## config.mk

```make
export PLATFORM = sky130hd
export DESIGN_NAME = datapath_ctrl
export DESIGN_NICKNAME = d
export VERILOG_FILES = /design/src/rtl/datapath_ctrl.sv
export SDC_FILE = /design/constraint.sdc
export NUM_CORES = 1
export LEC_CHECK = 0
export CORE_UTILIZATION = 30
export CTS_CLUSTER_SIZE = 8
export DETAILED_ROUTE_END_ITERATION = 10
export SLEW_MARGIN = 20
export SYNTH_ARGS = -nofsm -noshare
export SYNTH_HDL_FRONTEND = slang
export SYNTH_SLANG_ARGS = --single-unit
```

## constraint.sdc

```tcl
create_clock -name clk -period 2.3 [get_ports clk]
set_input_delay 0.46 -clock clk [delete_from_list [all_inputs] [get_ports clk]]
set_output_delay 0.46 -clock clk [all_outputs]
set_load 0.05 [all_outputs]
```

## src/rtl/datapath_ctrl.sv

```systemverilog
// Multi-cycle sequencer: fetches 16-bit instructions and drives the datapath's register, ALU and RAM controls.
// Latency: NOP 2, ALU 3, STORE 4, LOAD 5 cycles per instruction, plus however long the fetch waits for imem_ack.
// Backpressure: FETCH holds imem_req high with a stable imem_addr until imem_ack; start is ignored while busy.
module datapath_ctrl #(
   parameter int PC_W  = 8,
   parameter int CNT_W = 16
) (
   input  logic             clk,
   input  logic             clr,
   input  logic             start,
   output logic             imem_req,
   output logic [PC_W-1:0]  imem_addr,
   input  logic             imem_ack,
   input  logic [15:0]      imem_data,
   output logic [7:0]       address,
   output logic [3:0]       read_reg1,
   output logic [3:0]       read_reg2,
   output logic [3:0]       write_reg,
   output logic [3:0]       alu_imm_val,
   output logic             alu_imm,
   output logic             alu_slc,
   output logic             we,
   output logic             mem_store,
   output logic             mem_load,
   output logic             busy,
   output logic             halted,
   output logic             illegal,
   output logic [CNT_W-1:0] retired
);

   localparam logic [3:0] OP_NOP   = 4'd0;
   localparam logic [3:0] OP_LOAD  = 4'd5;
   localparam logic [3:0] OP_STORE = 4'd6;
   localparam logic [3:0] OP_HALT  = 4'd7;

   typedef enum logic [2:0] {
      S_IDLE,
      S_FETCH,
      S_DECODE,
      S_EXEC,
      S_MEM,
      S_WB,
      S_HALT
   } state_t;

   state_t          state;
   state_t          state_nxt;
   logic [PC_W-1:0] pc;
   logic [15:0]     ir;
   logic [3:0]      op;
   logic            is_alu;
   logic            is_mem;
   logic            retire_evt;
   logic            illegal_set;
   logic            restart;

   assign op     = ir[15:12];
   assign is_alu = (op >= 4'd1) && (op <= 4'd4);
   assign is_mem = (op == OP_LOAD) || (op == OP_STORE);

   // Strobes are decoded combinationally from the state so that an asynchronous
   // reset removes them in the same instant the state register clears.
   assign imem_addr = pc;
   assign busy      = (state != S_IDLE) && (state != S_HALT);
   assign halted    = (state == S_HALT);

   // State register
   always_ff @(posedge clk or negedge clr) begin
      if (!clr) begin
         state <= S_IDLE;
      end else begin
         state <= state_nxt;
      end
   end

   // Next-state logic, strobes and bookkeeping events
   always_comb begin
      state_nxt   = state;
      imem_req    = 1'b0;
      we          = 1'b0;
      mem_load    = 1'b0;
      mem_store   = 1'b0;
      retire_evt  = 1'b0;
      illegal_set = 1'b0;
      restart     = 1'b0;
      case (state)
         S_IDLE, S_HALT: begin
            if (start) begin
               restart   = 1'b1;
               state_nxt = S_FETCH;
            end
         end
         S_FETCH: begin
            imem_req = 1'b1;
            if (imem_ack) begin
               state_nxt = S_DECODE;
            end
         end
         S_DECODE: begin
            if (op == OP_NOP) begin
               retire_evt = 1'b1;
               state_nxt  = S_FETCH;
            end else if (op == OP_HALT) begin
               retire_evt = 1'b1;
               state_nxt  = S_HALT;
            end else if (is_alu || is_mem) begin
               state_nxt  = S_EXEC;
            end else begin
               // Undefined opcode: stop without counting it as retired.
               illegal_set = 1'b1;
               state_nxt   = S_HALT;
            end
         end
         S_EXEC: begin
            if (is_alu) begin
               we         = 1'b1;
               retire_evt = 1'b1;
               state_nxt  = S_FETCH;
            end else begin
               state_nxt  = S_MEM;
            end
         end
         S_MEM: begin
            if (op == OP_LOAD) begin
               mem_load  = 1'b1;
               state_nxt = S_WB;
            end else begin
               mem_store  = 1'b1;
               retire_evt = 1'b1;
               state_nxt  = S_FETCH;
            end
         end
         S_WB: begin
            we         = 1'b1;
            retire_evt = 1'b1;
            state_nxt  = S_FETCH;
         end
         default: begin
            state_nxt = S_IDLE;
         end
      endcase
   end

   // Program counter and instruction register; pc wraps naturally at 2^PC_W
   always_ff @(posedge clk or negedge clr) begin
      if (!clr) begin
         pc <= '0;
         ir <= '0;
      end else if (restart) begin
         pc <= '0;
      end else if ((state == S_FETCH) && imem_ack) begin
         ir <= imem_data;
         pc <= pc + PC_W'(1);
      end
   end

   // Datapath controls captured at the end of DECODE and held through EXEC/MEM/WB
   always_ff @(posedge clk or negedge clr) begin
      if (!clr) begin
         address     <= '0;
         read_reg1   <= '0;
         read_reg2   <= '0;
         write_reg   <= '0;
         alu_imm_val <= '0;
         alu_imm     <= 1'b0;
         alu_slc     <= 1'b0;
      end else if (state == S_DECODE) begin
         address     <= is_mem ? ir[7:0] : 8'h00;
         // STORE reads the register named in the rd field as its data source.
         read_reg1   <= (op == OP_STORE) ? ir[11:8] : ir[7:4];
         read_reg2   <= ir[3:0];
         write_reg   <= ir[11:8];
         alu_imm_val <= ir[3:0];
         alu_imm     <= (op == 4'd3) || (op == 4'd4);
         alu_slc     <= (op == 4'd2) || (op == 4'd4);
      end
   end

   // Sticky illegal flag and saturating retired-instruction counter, both cleared by a (re)start
   always_ff @(posedge clk or negedge clr) begin
      if (!clr) begin
         illegal <= 1'b0;
         retired <= '0;
      end else if (restart) begin
         illegal <= 1'b0;
         retired <= '0;
      end else begin
         if (illegal_set) begin
            illegal <= 1'b1;
         end
         if (retire_evt && (retired != {CNT_W{1'b1}})) begin
            retired <= retired + CNT_W'(1);
         end
      end
   end

endmodule

```

==> impl_metrics.py <==
metrics = {
    "setup_path": {
        "max_stage_delay_ns": 0.52,
        "slowest_stage": "dfrtp_1",
        "cp.required_ns": 1.84,
        "critPathBufInv": 2,
        "cp-end-kind": "primary output",
        "setup.worst_path.start_class": "flip-flop",
        "arrival_ns": 1.73,
        "crit_family": "flip-flops",
        "worstPathMaxFanout": 9,
        "crit_type": "flip-flop to primary output",
        "crit_chain": "buf_4 > nor3_1 > nor2b_1 > buf_12",
    },
    "power_and_ir_drop": {
        "leakagePower_uw": 0.001933,
        "powerDensity_mw_per_mm2": 1407,
        "peakVddDrop_v": 0.0006172,
    },
    "layout": {
        "fillers": 996,
        "drive_gt1_share_pct": 16.30,
        "final_cells": 547,
        "nets": 429,
        "seq_area_mm2": 0.001652,
        "multiInputGateArea_mm2": 0.001484,
        "utilization_pct": 43.74,
        "areaGrowthSynthToFinish_pct": 39.88,
        "reg.largest.list": "ir (16), retired (16)",
        "diodes": 0,
    },
    "floorplan": {
        "dieArea_mm2": 0.01128,
        "ios": 77,
        "core_area_mm2": 0.01042,
        "rows": 37,
        "die_x_um": 106.2,
        "die_h_um": 106.2,
        "initial_utilization_pct": 31.27,
    },
    "routing": {
        "wirelength_mm": 8.250,
        "drtIter0Drc": 121,
        "antenna_left": 0,
        "vias_per_cell": 5.002,
        "wl_per_cell_um": 15.08,
        "vias": 2736,
        "drcViolationCount": 0,
        "first_pass_iters": 4,
    },
    "grt": {
        "track_usage_pct": 15.56,
        "grt_max_degree": 67,
        "grt_remaining_overflow": 0,
        "grt_pass1_wl_mm": 13.86,
        "antenna_found_initial": 0,
        "grt_pass1_vias": 2650,
    },
    "synthesis": {
        "synth_xor_area_share_pct": 2.151,
        "synth_top_family_by_area": "simple AND/OR/NAND/NOR gates",
        "ys_top_cells_by_area": "dfrtp_1 (51%), nand2_1 (6.6%), mux2_2 (4.5%)",
        "yosysSeqAreaShare_pct": 50.71,
        "synthSimpleGateAreaFrac_pct": 19.78,
        "yosysMostFrequentCell": "dfrtp_1",
        "avgSynthCellArea_um2": 10.05,
        "synth_fa_ha_area_share_pct": 1.460,
        "synth_edf_count": 0,
        "synth_top_cell_by_area": "dfrtp_1",
        "syn-cell-area_mm2": 0.003257,
        "synth_ff_type": "dfrtp_1",
        "ys_warn_count": 0,
        "netlist.area_leader.share_pct": 50.71,
        "synth_commonest_cells": "dfrtp_1 (66), nand2_1 (57), nor2_1 (17), o21ai_0 (14), mux2_2 (13)",
        "ys_seq_elements": 66,
        "netlist_instances": 324,
        "async_reset_ff_share_pct": 100.0,
        "synth_compound_area_share_pct": 14.33,
        "synth_nets": 347,
        "yosysUniqueCellTypes": 47,
        "muxShareOfSynthArea_pct": 6.339,
    },
    "cts": {
        "cts_setup_buffers": 0,
        "clockBufferDepth": 2,
        "cts.clk_slew.worst_paths_ns": 0.08,
        "cts_sinks": 66,
        "cts_max_level": 3,
        "cts_tree": "done",
        "cts_buffers": 9,
        "root_buffer": "clkbuf_8",
        "clock_latency_ns": 0.34,
    },
    "sta": {
        "fin_crit_sh_pct": 95.26,
        "worst_slew_pin_slew_ns": 0.5314,
        "period_needed_ns": 2.191,
        "relSlewSlack_pct": 64.12,
        "finalSetupViolCount": 0,
        "slew_violations": 0,
        "max_freq_ghz": 0.4564,
        "skew_ns": 0.009295,
        "rsz0062_at_grt": "no",
        "hold_violations": 0,
    },
    "min_path": {
        "min_path_type": "primary input to async pin",
    },
    "outcome": {
        "status": "complete, no violations",
    },
    "placed_design": {
        "place_congestion": 0.8061,
        "port_buffers": 76,
        "hpwl_mm": 5.950,
        "placed_cells": 531,
    },
    "flow_run": {
        "maxCapViolCount": 0,
    },
}
[path summary, 6_finish.rpt]
path | start | to | slack (ns) | cells past startpoint
setup / recovery | state[1]$_DFFE_PN0P_ | mem_store | 0.11 | 4
hold / removal | clr | retired[15]$_DFFE_PN0P_ | 0.11 | 2
setup reg to reg | ir[14]$_DFFE_PN0P_ | retired[14]$_DFFE_PN0P_ | 0.19 | 6
hold reg to reg | alu_slc$_DFFE_PN0P_ | alu_slc$_DFFE_PN0P_ | 0.48 | 2
max in group asynchronous | clr | ir[15]$_DFFE_PN0P_ | 1.87 | 2
min in group clk | alu_slc$_DFFE_PN0P_ | alu_slc$_DFFE_PN0P_ | 0.48 | 2
[area by class of cell]
| class | instances | area share (%) |
|---|---|---|
| multi-input cells | 226 | 32.57 |
| inverters | 7 | 0.5768 |
| clock buffers | 10 | 2.801 |
| well taps | 136 | 3.735 |
| flip-flops and latches | 66 | 36.25 |
| repair buffers | 96 | 21.53 |
| clock inverters | 6 | 2.527 |
[where the power goes]
part           switching [uW]  total (uW)  internal (uW)  leakage [uW]
registers                 341        1880           1540      0.000865
logic                    2060        3340           1280      0.000952
clock network             463        1190            724      0.000117
[logic make-up after synthesis]
family | count (synthesis)
AOI/OAI and AO/OA | 63
xor gates and xnor gates | 8
adders and majority gates | 4
buffers and inverters | 32
DFF | 66
muxes | 19
and+or+nand+nor | 132
[stage by stage]
| step | worst slack [ns] | power [uW] | setup TNS (ns) | area (um2) | hold slack [ns] |
|---|---|---|---|---|---|
| after global routing | 0.01492 | 6798 | 0 | 4556 | 0.1465 |
| after CTS | 0.06456 | 6450 | 0 | 4543 | 0.1306 |
| after floorplan | -0.03085 | 4122 | -0.06203 | 3287 | 0.1644 |
| after global placement | 0.1443 | 5204 | 0 | 4300 | 0.4646 |
| final | 0.1090 | 6409 | 0 | 4556 | 0.1125 |
| after detailed placement | 0.1266 | 5250 | 0 | 4300 | 0.4675 |
[timing repair]
item / CTS / global route
hold buffers: 0 / 0
endpoints found under the setup margin: 0 / 3
gates resized for setup: 0 / 3
[routing by layer]
| metal | vias up | part of all wire, % | GRT usage [%] | routed length [um] |
|---|---|---|---|---|
| li1 | 1336 | - | - | - |
| met3 | 10 | 3.2 | 2.269 | 264 |
| met4 | 0 | 1.6 | 6.845 | 135 |
| met5 | - | 0 | 0 | 0 |
| met1 | 1332 | 50 | 22.24 | 4144 |
| met2 | 58 | 45 | 23.24 | 3706 |
[cell usage in the layout, fill, tap and decap left out, drive strengths merged, types with 4 or more instances in the layout]
cell type,count
a21oi,11
a22o,9
and3,5
buf,27
clkbuf,10
clkdlybuf4s50,68
dfrtp,66
inv,7
mux2,13
mux2i,6
nand2,57
nand3,12
nand4,9
nor2,17
nor2b,4
nor3,7
nor4,5
o21ai,14
o311ai,7
o31ai,7
o41ai,6
xnor2,4
xor2,4
[worst reg2reg max path, delay by kind of cell, from the launching register on]
kind	cells	cell delay [ns]
and+or+nand+nor	2	0.72
DFF	1	0.47
AOI/OAI and AO/OA	3	0.65
buffers and inverters	1	0.19
Power figures use the tool's default switching activity.
